<file path="src/rtl/rv_pkg.sv">
// rtl/rv_pkg.sv - shared register-file types and defaults
package rv_pkg;
    localparam int XLEN_DEF  = 32;
    localparam int NREGS_DEF = 32;

    typedef logic [$clog2(NREGS_DEF)-1:0] regaddr_t;

    typedef enum logic {
        RF_INIT,
        RF_READY
    } rf_state_e;
endpackage

</file>
<file path="src/rtl/rf_scoreboard.sv">
// rtl/rf_scoreboard.sv - per-register pending-write bits with set/clear/flush priority
module rf_scoreboard
    import rv_pkg::*;
#(
    parameter int NREGS  = NREGS_DEF,
    parameter int NRD    = 2,
    parameter int NWR    = 1,
    parameter int BYPASS = 1,
    localparam int AW    = $clog2(NREGS)
) (
    input  logic              clk,
    input  logic              rst_n,
    input  logic              active,
    input  logic [NWR-1:0]    wr_en,
    input  logic [NWR*AW-1:0] wr_addr,
    input  logic              sb_set_en,
    input  logic [AW-1:0]     sb_set_addr,
    input  logic              sb_flush,
    input  logic [NRD*AW-1:0] rd_addr,
    output logic [NRD-1:0]    rd_busy
);
    logic [NREGS-1:0] busy_q;
    logic [NREGS-1:0] busy_d;

    // Flush and writeback clear first; a same-cycle issue marks the younger producer.
    always_comb begin
        busy_d = busy_q;
        if (active) begin
            if (sb_flush) begin
                busy_d = '0;
            end
            for (int k = 0; k < NWR; k++) begin
                if (wr_en[k]) begin
                    busy_d[wr_addr[k*AW +: AW]] = 1'b0;
                end
            end
            if (sb_set_en) begin
                busy_d[sb_set_addr] = 1'b1;
            end
        end
        busy_d[0] = 1'b0;
    end

    always_ff @(posedge clk) begin
        if (!rst_n) begin
            busy_q <= '0;
        end else begin
            busy_q <= busy_d;
        end
    end

    always_comb begin
        rd_busy = '0;
        for (int i = 0; i < NRD; i++) begin
            logic [AW-1:0] a;
            logic          hit;
            a   = rd_addr[i*AW +: AW];
            hit = 1'b0;
            for (int k = 0; k < NWR; k++) begin
                if (wr_en[k] && (wr_addr[k*AW +: AW] == a)) begin
                    hit = 1'b1;
                end
            end
            rd_busy[i] = active && busy_q[a] && !((BYPASS != 0) && hit);
        end
    end
endmodule

</file>
<file path="src/rtl/regfile_mp.sv">
// rtl/regfile_mp.sv - multi-port integer register file with clear sequencer and scoreboard
module regfile_mp
    import rv_pkg::*;
#(
    parameter int XLEN   = XLEN_DEF,
    parameter int NREGS  = NREGS_DEF,
    parameter int NRD    = 2,
    parameter int NWR    = 1,
    parameter int BYPASS = 1,
    localparam int AW    = $clog2(NREGS)
) (
    input  logic                clk,
    input  logic                rst_n,
    output logic                init_done,
    input  logic [NWR-1:0]      wr_en,
    input  logic [NWR*AW-1:0]   wr_addr,
    input  logic [NWR*XLEN-1:0] wr_data,
    input  logic [NRD*AW-1:0]   rd_addr,
    output logic [NRD*XLEN-1:0] rd_data,
    output logic [NRD-1:0]      rd_busy,
    input  logic                sb_set_en,
    input  logic [AW-1:0]       sb_set_addr,
    input  logic                sb_flush
);
    rf_state_e       state_q;
    rf_state_e       state_d;
    logic [AW-1:0]   cnt_q;
    logic [XLEN-1:0] regs [NREGS];
    logic            ready;

    assign ready     = (state_q == RF_READY);
    assign init_done = rst_n && ready;

    always_ff @(posedge clk) begin
        if (!rst_n) begin
            state_q <= RF_INIT;
            cnt_q   <= '0;
        end else begin
            state_q <= state_d;
            if (state_q == RF_INIT) begin
                cnt_q <= cnt_q + 1'b1;
            end
        end
    end

    always_comb begin
        state_d = state_q;
        if ((state_q == RF_INIT) && (cnt_q == AW'(NREGS - 1))) begin
            state_d = RF_READY;
        end
    end

    // Storage has no reset of its own; the sequencer zeroes it one entry per cycle.
    always_ff @(posedge clk) begin
        if (rst_n) begin
            if (state_q == RF_INIT) begin
                regs[cnt_q] <= '0;
            end else begin
                for (int k = 0; k < NWR; k++) begin
                    if (wr_en[k] && (wr_addr[k*AW +: AW] != '0)) begin
                        regs[wr_addr[k*AW +: AW]] <= wr_data[k*XLEN +: XLEN];
                    end
                end
            end
        end
    end

    always_comb begin
        rd_data = '0;
        for (int i = 0; i < NRD; i++) begin
            logic [AW-1:0]   a;
            logic [XLEN-1:0] v;
            a = rd_addr[i*AW +: AW];
            v = '0;
            if (ready && (a != '0)) begin
                v = regs[a];
                if (BYPASS != 0) begin
                    for (int k = 0; k < NWR; k++) begin
                        if (wr_en[k] && (wr_addr[k*AW +: AW] == a)) begin
                            v = wr_data[k*XLEN +: XLEN];
                        end
                    end
                end
            end
            rd_data[i*XLEN +: XLEN] = v;
        end
    end

    rf_scoreboard #(
        .NREGS  (NREGS),
        .NRD    (NRD),
        .NWR    (NWR),
        .BYPASS (BYPASS)
    ) u_scoreboard (
        .clk         (clk),
        .rst_n       (rst_n),
        .active      (ready),
        .wr_en       (wr_en),
        .wr_addr     (wr_addr),
        .sb_set_en   (sb_set_en),
        .sb_set_addr (sb_set_addr),
        .sb_flush    (sb_flush),
        .rd_addr     (rd_addr),
        .rd_busy     (rd_busy)
    );
endmodule
</file>
<file path="config.mk">
export PLATFORM = sky130hd
export DESIGN_NAME = regfile_mp
export DESIGN_NICKNAME = d
export VERILOG_FILES = /design/src/rtl/rv_pkg.sv /design/src/rtl/rf_scoreboard.sv /design/src/rtl/regfile_mp.sv
export SDC_FILE = /design/constraint.sdc
export NUM_CORES = 1
export LEC_CHECK = 0
export CAP_MARGIN = 20
export CORE_ASPECT_RATIO = 1.4
export CORE_MARGIN = 2
export CORE_UTILIZATION = 48
export CTS_CLUSTER_DIAMETER = 100
export CTS_CLUSTER_SIZE = 30
export DETAILED_ROUTE_END_ITERATION = 10
export GPL_TIMING_DRIVEN = 0
export PLACE_DENSITY_LB_ADDON = 0.1
export SYNTH_ARGS = -nofsm -noshare
export SYNTH_HDL_FRONTEND = slang
export SYNTH_SLANG_ARGS = --single-unit
</file>
<file path="constraint.sdc">
create_clock -name clk -period 6.6 [get_ports clk]
set_input_delay 1.98 -clock clk [delete_from_list [all_inputs] [get_ports clk]]
set_output_delay 1.98 -clock clk [all_outputs]
set_load 0.02 [all_outputs]
</file>
==> impl_metrics.toml, run 1 <==
[finish]
drive_gt1_share_pct = 31.1
design_area_mm2 = 0.0590
regArea_mm2 = 0.0315
nFillCells = 8435
syn_to_final_growth_pct = 13.4
num-nets-final = 3372
multi_input_area_mm2 = 0.0197
final_util_pct = 55.0

[sta]
rsz0062_at_grt = "true"
hold_violations = 0
fmax_mhz = 149
setup_tns_ns = -1.46
min_period_ns = 6.71
slew_headroom_pct = 22.7
finClkSkew_ns = 0.0452
fin_hold_ws_ns = 0.512
slew_violations = 0
finalCritPeriodShare_pct = 102
setup_ws_ns = -0.113
tightestPinTransition_ns = 1.16
setup_violations = 31

[setup_path]
cp_slowest_cell = "o31ai_4"
cp-start-kind = "input pin"
worst-path-buf-inv = 6
crit_fanout = 10
cp.required_ns = 4.62
cpLargestDelayFamily = "buffers and inverters"
cp_data_arrival_time_ns = 4.73
critPathKind = "in -> out"
cp_slowest_stage_delay_ns = 0.47
endpoint_kind = "primary output"
crit_chain = "clkdlybuf4s15_2, buf_4, inv_1, buf_6, buf_4, o22ai_1, o221a_2, o31ai_4, clkdlybuf4s15_2"

[route]
drt_iter0_markers = 4787
ant_nets = 0
remaining_drc_errors = 0
vias = 34200
route.final.wire_length_um = 207000
avgRoutedWirePerCell_um = 43.4
dr.pass1.iters = 6
viasPerCell = 7.16

[synthesis]
synthCells = 3079
synth_edf_count = 1024
ys_top_cells_by_count = "edfxtp_1 (1024), mux2i_1 (352), mux4_2 (331), a22oi_1 (128), mux2_2 (114)"
synth_area_per_cell_um2 = 16.9
synth_top_cell_by_area = "edfxtp_1"
synth.distinct_cells = 56
ys_seq_area_share_pct = 60.6
synth-async-reset-ratio_pct = 0
yosysWarnings = 0
syn_nets = 3138
synthTopCellsByArea = "edfxtp_1 (59%), mux4_2 (14%), mux2i_1 (6.8%)"
synth_top_area_share_pct = 59.2
syn_area_mm2 = 0.0520
synth-main-ff-cell = "edfxtp_1"
synth_most_common_cell = "edfxtp_1"
ys_seq_elements = 1061

[floorplan]
chipHeight_um = 393
num_rows = 142
start_util_pct = 48.5
die_w_um = 282
core_mm2 = 0.107
die-area_mm2 = 0.111
io-pin-count = 124

[power]
cellPowerDensity_mw_per_mm2 = 204
power.leakage_uw = 0.0200
vdd_ir_drop_max_v = 0.000202

[clocking]
root_buffer = "clkbuf_16"
clock_path_buffers = 3
clock_sinks = 1061
clk_latency_ns = 0.67
htree_levels = 2
cts_buffers = 43
cts_tree = "done"
cts.clk_slew.worst_paths_ns = 0.11

[outcome]
failed_checks = "setup timing"
status = "finished with violations"

[placed_design]
place_congestion = 1.03
portBuffers = 114
dpl_cell_area_mm2 = 0.0566
dp_hpwl_um = 150000

[grt]
grt_start_max_net_pins = 33
grt_pass1_vias = 34200
grt_usage_pct = 37.1
grt-ovfl-total = 0
grt_pass1_wl_um = 279000
antenna_found_initial = 20

[worst_hold_path]
hold_path.class = "reg -> reg"

[job]
cap_violations = 0
[worst reg2reg max path, cell delays in order, from the launching register on]
cell and delay [ns]:
dfxtp_1 0.48, clkbuf_1 0.39, clkbuf_1 0.55, nand4_1 0.14, o21ai_0 0.11, nand2_1 0.65
nor2_4 0.99, buf_12 0.28
[where the power goes]
group	leakage, uW	switching, uW	internal, uW
combinational	0.00884	818	401
clock	0.000619	2180	1310
sequential	0.0105	19.9	7310
[stage by stage]
step	total power [uW]	std cells	setup slack, ns
floorplan	8100	3079	0.985
CTS	12000	4762	0.00164
global route	12200	4771	-0.0154
finish	12000	4773	-0.113
detailed placement	8610	4701	-2.07
global placement	8580	4633	-2.12
[state kept, by name (all words and copies together), names as in the netlist]
name and flops:
cnt_q 5, ready 1, regs 1024, u_scoreboard.busy_q 31
[metal layers]
| metal | vias to the layer above | share of wire, % | global-route usage, % | routed length, um |
|---|---|---|---|---|
| li1 | 13400 | - | - | - |
| met1 | 18000 | 34 | 44.2 | 70600 |
| met2 | 2284 | 48 | 60.4 | 99900 |
| met3 | 563 | 10 | 8.48 | 20700 |
| met4 | 8 | 7.6 | 23.7 | 15700 |
| met5 | - | 0.028 | 0 | 58 |
[cells by family after synthesis]
kind of cell | after synthesis | share of synthesized area (%)
fa+ha+maj | 2 | 0.0481
flops | 1061 | 60.6
buf+inv | 287 | 3.38
simple gates | 230 | 2.47
compound gates | 687 | 9.57
xor+xnor | 12 | 0.202
mux | 800 | 23.7
[final cells by class]
cell class                 count  share of cell area, %
sequential                  1061                   53.4
multi-input combinational   1731                   33.5
timing repair buffer         195                   4.46
buffer                       276                   3.39
tap                         1440                   3.06
clock buffer                  49                   1.94
clock inverter                 9                  0.208
inverter                       5                 0.0318
antenna                        7                 0.0297
[timing repair]
action,in CTS,in global routing
hold endpoints to repair,0,0
setup endpoints to repair,66,42
pin swaps,19,11
gates resized for setup,320,63
buffers inserted,8,0
hold buffers,0,0
[path summary, 6_finish.rpt]
path	startpoint	to	slack, ns	cells after the start
max	rd_addr[2]	rd_data[11]	-0.11	9
min	u_scoreboard.busy_q[14]	u_scoreboard.busy_q[14]	0.51	2
max reg2reg	ready	regs[11][25]	2.65	7
min reg2reg	u_scoreboard.busy_q[14]	u_scoreboard.busy_q[14]	0.51	2
[placed cells by master (no fill, tap or decap), drive strengths merged, types with 19 or more instances in the layout]
master         netlist  routed
and2                36      36
mux2               114     114
edfxtp            1024    1024
a21oi              112     112
clkbuf             110     158
buf                172     256
mux2i              352     352
dfxtp               37      37
o22ai               47      47
nor2                41      41
o22a                66      66
o211ai              64      64
o21ai              113     113
a22oi              128     128
a221oi              19      19
dlygate4sd2          0      44
mux4               334     334
o31ai               64      64
clkdlybuf4s50        0      46
o221a               47      47
nand3               67      67
Note: power is estimated with default switching activity, not from simulation.
==> inputs of run 2 (changes only) <==
SYNTH_HIERARCHICAL = 1   (was unset)
==> impl_metrics.toml, run 2 <==
[placed_design]
dp_hpwl_um = 133000
dpl_cell_area_mm2 = 0.0550
place_congestion = 0.918
portBuffers = 117
place_ws_ns = -1.61
dp.cells = 4490

[setup_path]
r2r_end = "regs[24][12]"
crit_fanout = 10
r2r_slack_ns = 2.55
critPathKind = "in -> out"
r2r-start = "ready"
cp.required_ns = 4.62
r2r_cells = 5
cp-start-kind = "input pin"
cp_data_arrival_time_ns = 4.64
endpoint_kind = "primary output"

[sta]
rsz0062_at_grt = "false"
min_period_ns = 6.62
slew_violations = 0
setup_violations = 2
hold_violations = 0
finClkSkew_ns = 0.0454
setup_ws_ns = -0.0204
fin_hold_ws_ns = 0.516
tightestPinTransition_ns = 1.17
slew_headroom_pct = 21.6
fmax_mhz = 151
finalCritPeriodShare_pct = 100

[finish]
layout_common_cells = "edfxtp_1 (1024), mux4_2 (394), mux2i_1 (260)"
nFillCells = 8303
finalNonFillerCells = 4554
design_area_mm2 = 0.0569
syn_to_final_growth_pct = 12.0
final_common_cell = "edfxtp_1"
num-nets-final = 3244
largest_register_ffs = 1024
largest_register = "regs"
drive_gt1_share_pct = 25.5
biggestRegsByFlops = "regs (1024), u_scoreboard/busy_q (31), cnt_q (5)"

[power]
cellPowerDensity_mw_per_mm2 = 209
power.leakage_uw = 0.0192
report.power.total_uw = 11900
vdd_ir_drop_max_v = 0.000189

[clocking]
clock_sinks = 1061
cts_tree = "done"
clk_latency_ns = 0.67
htree_levels = 2
clock_path_buffers = 3
cts.clk_slew.worst_paths_ns = 0.12
cts_buffers = 42
root_buffer = "clkbuf_16"

[grt]
grt_pass1_vias = 33700
grt_pass1_wl_um = 264000
grt-ovfl-total = 0
grt_use_met1_pct = 44.3
grt.busiest_layer = "met2"
antenna_found_initial = 2
grtUsageMet2_pct = 58.5
grt_start_max_net_pins = 33
gr-usage-met3_pct = 7.22
grt_usage_pct = 35.5

[synthesis]
ys_top_cells_by_count = "edfxtp_1 (1024), mux4_2 (394), mux2i_1 (260), nand2_1 (147), a21oi_1 (130)"
syn_nets = 3023
synth.distinct_cells = 60
ys_seq_area_share_pct = 61.9
ys_seq_elements = 1061
synthTopCellsByArea = "edfxtp_1 (60%), mux4_2 (17%), mux2i_1 (5.1%)"
synth_top_area_share_pct = 60.5
synth_most_common_cell = "edfxtp_1"
synth-main-ff-cell = "edfxtp_1"
syn_area_mm2 = 0.0508
synth_top_cell_by_area = "edfxtp_1"
synthCells = 2964
synth_edf_count = 1024
synth_area_per_cell_um2 = 17.2
synth-async-reset-ratio_pct = 0
yosysWarnings = 6

[outcome]
status = "finished with violations"
failed_checks = "setup timing"

[worst_hold_path]
hold_path.class = "reg -> reg"
whs_path_depth = 2
min_to = "u_scoreboard/busy_q[2]"
hp-start = "u_scoreboard/busy_q[2]"

[floorplan]
die_w_um = 279
chipHeight_um = 389
num_rows = 141
die-area_mm2 = 0.109
start_util_pct = 48.3
core_mm2 = 0.105
io-pin-count = 124

[route]
route.final.wire_length_um = 194000
dr.pass1.iters = 5
ant_nets = 0
drt_iter0_markers = 5173
remaining_drc_errors = 0
vias = 33500
avgRoutedWirePerCell_um = 42.6
viasPerCell = 7.35

[job]
cap_violations = 0
run 2: cell count changes after synthesis, sizes merged, moves of 47 or more:
cell	previous run	this run
nand2	12	147
o221a	47	0
o211ai	64	2
o22a	66	0
mux2	114	2
o221ai	0	64
mux2i	352	260
o31ai	64	0
mux4	334	400
o22ai	47	0
run 2: worst max path at each step:
stage	start	end	slack, ns
floorplan	rd_addr[6]	rd_data[62]	0.85
CTS	wr_addr[3]	rd_data[46]	0.001
detailed placement	rd_addr[1]	rd_data[19]	-1.61
finish	rd_addr[9]	rd_data[63]	-0.02
global route	rd_addr[5]	rd_data[38]	0.00007
global placement	wr_addr[1]	regs[15][18]	-2.30
run 2: final cells by class:
class | count | area (um^2) | area share (%)
antenna | 1 | 2.50 | 0.00440
clock inverter | 3 | 61.3 | 0.108
sequential | 1061 | 31500 | 55.3
buffer | 247 | 1830 | 3.22
clock buffer | 51 | 1150 | 2.02
multi-input combinational | 1639 | 18400 | 32.3
timing repair buffer | 180 | 2250 | 3.96
tap | 1358 | 1700 | 2.98
inverter | 14 | 56.3 | 0.0989
run 2: metal layers:
| metal | part of all wire [%] | vias to the layer above |
|---|---|---|
| li1 | - | 12900 |
| met4 | 6.5 | 2 |
| met2 | 49 | 2438 |
| met5 | 0.0067 | - |
| met1 | 35 | 17500 |
| met3 | 10 | 638 |
run 2: power by group:
part / internal (uW) / switching (uW) / total (uW)
clock: 1270 / 2160 / 3430
combinational: 405 / 738 / 1140
sequential: 7310 / 21.3 / 7330
total: 8980 / 2920 / 11900
run 2: cells by family (layout without fill, tap and decap cells):
group | after synthesis | count (layout) | share of synthesized area [%]
DFF | 1061 | 1061 | 61.9
buffers and inverters | 264 | 495 | 2.88
xor gates and xnor gates | 22 | 22 | 0.379
and+or+nand+nor | 387 | 387 | 3.70
AOI/OAI and AO/OA | 566 | 566 | 8.14
muxes | 662 | 662 | 22.9
other | 0 | 1 | 0
adders and majority gates | 2 | 2 | 0.0492
run 2: metrics by stage:
step / utilization [%] / TNS [ns]
2_1_floorplan: - / 0
3_3_place_gp: 51.0 / -2025.15
3_5_place_dp: 52.2 / -83.41
4_1_cts: 53.9 / 0
5_1_grt: 54.1 / 0
6_report: 54.1 / -0.0214
run 2: worst max-delay path: stages:
cell             delay, ns
clkdlybuf4s15_1       0.31
buf_6                 0.21
clkbuf_2              0.45
clkbuf_2              0.41
nand3_1               0.17
nand3_1               0.14
a221o_1               0.28
clkdlybuf4s50_1       0.66
run 2: repair_timing:
action | 4_1_cts | 5_1_grt
hold buffers | 0 | 0
pin swaps | 4 | 3
setup endpoints to repair | 66 | 36
buffers inserted | 8 | 1
resized for setup | 304 | 54
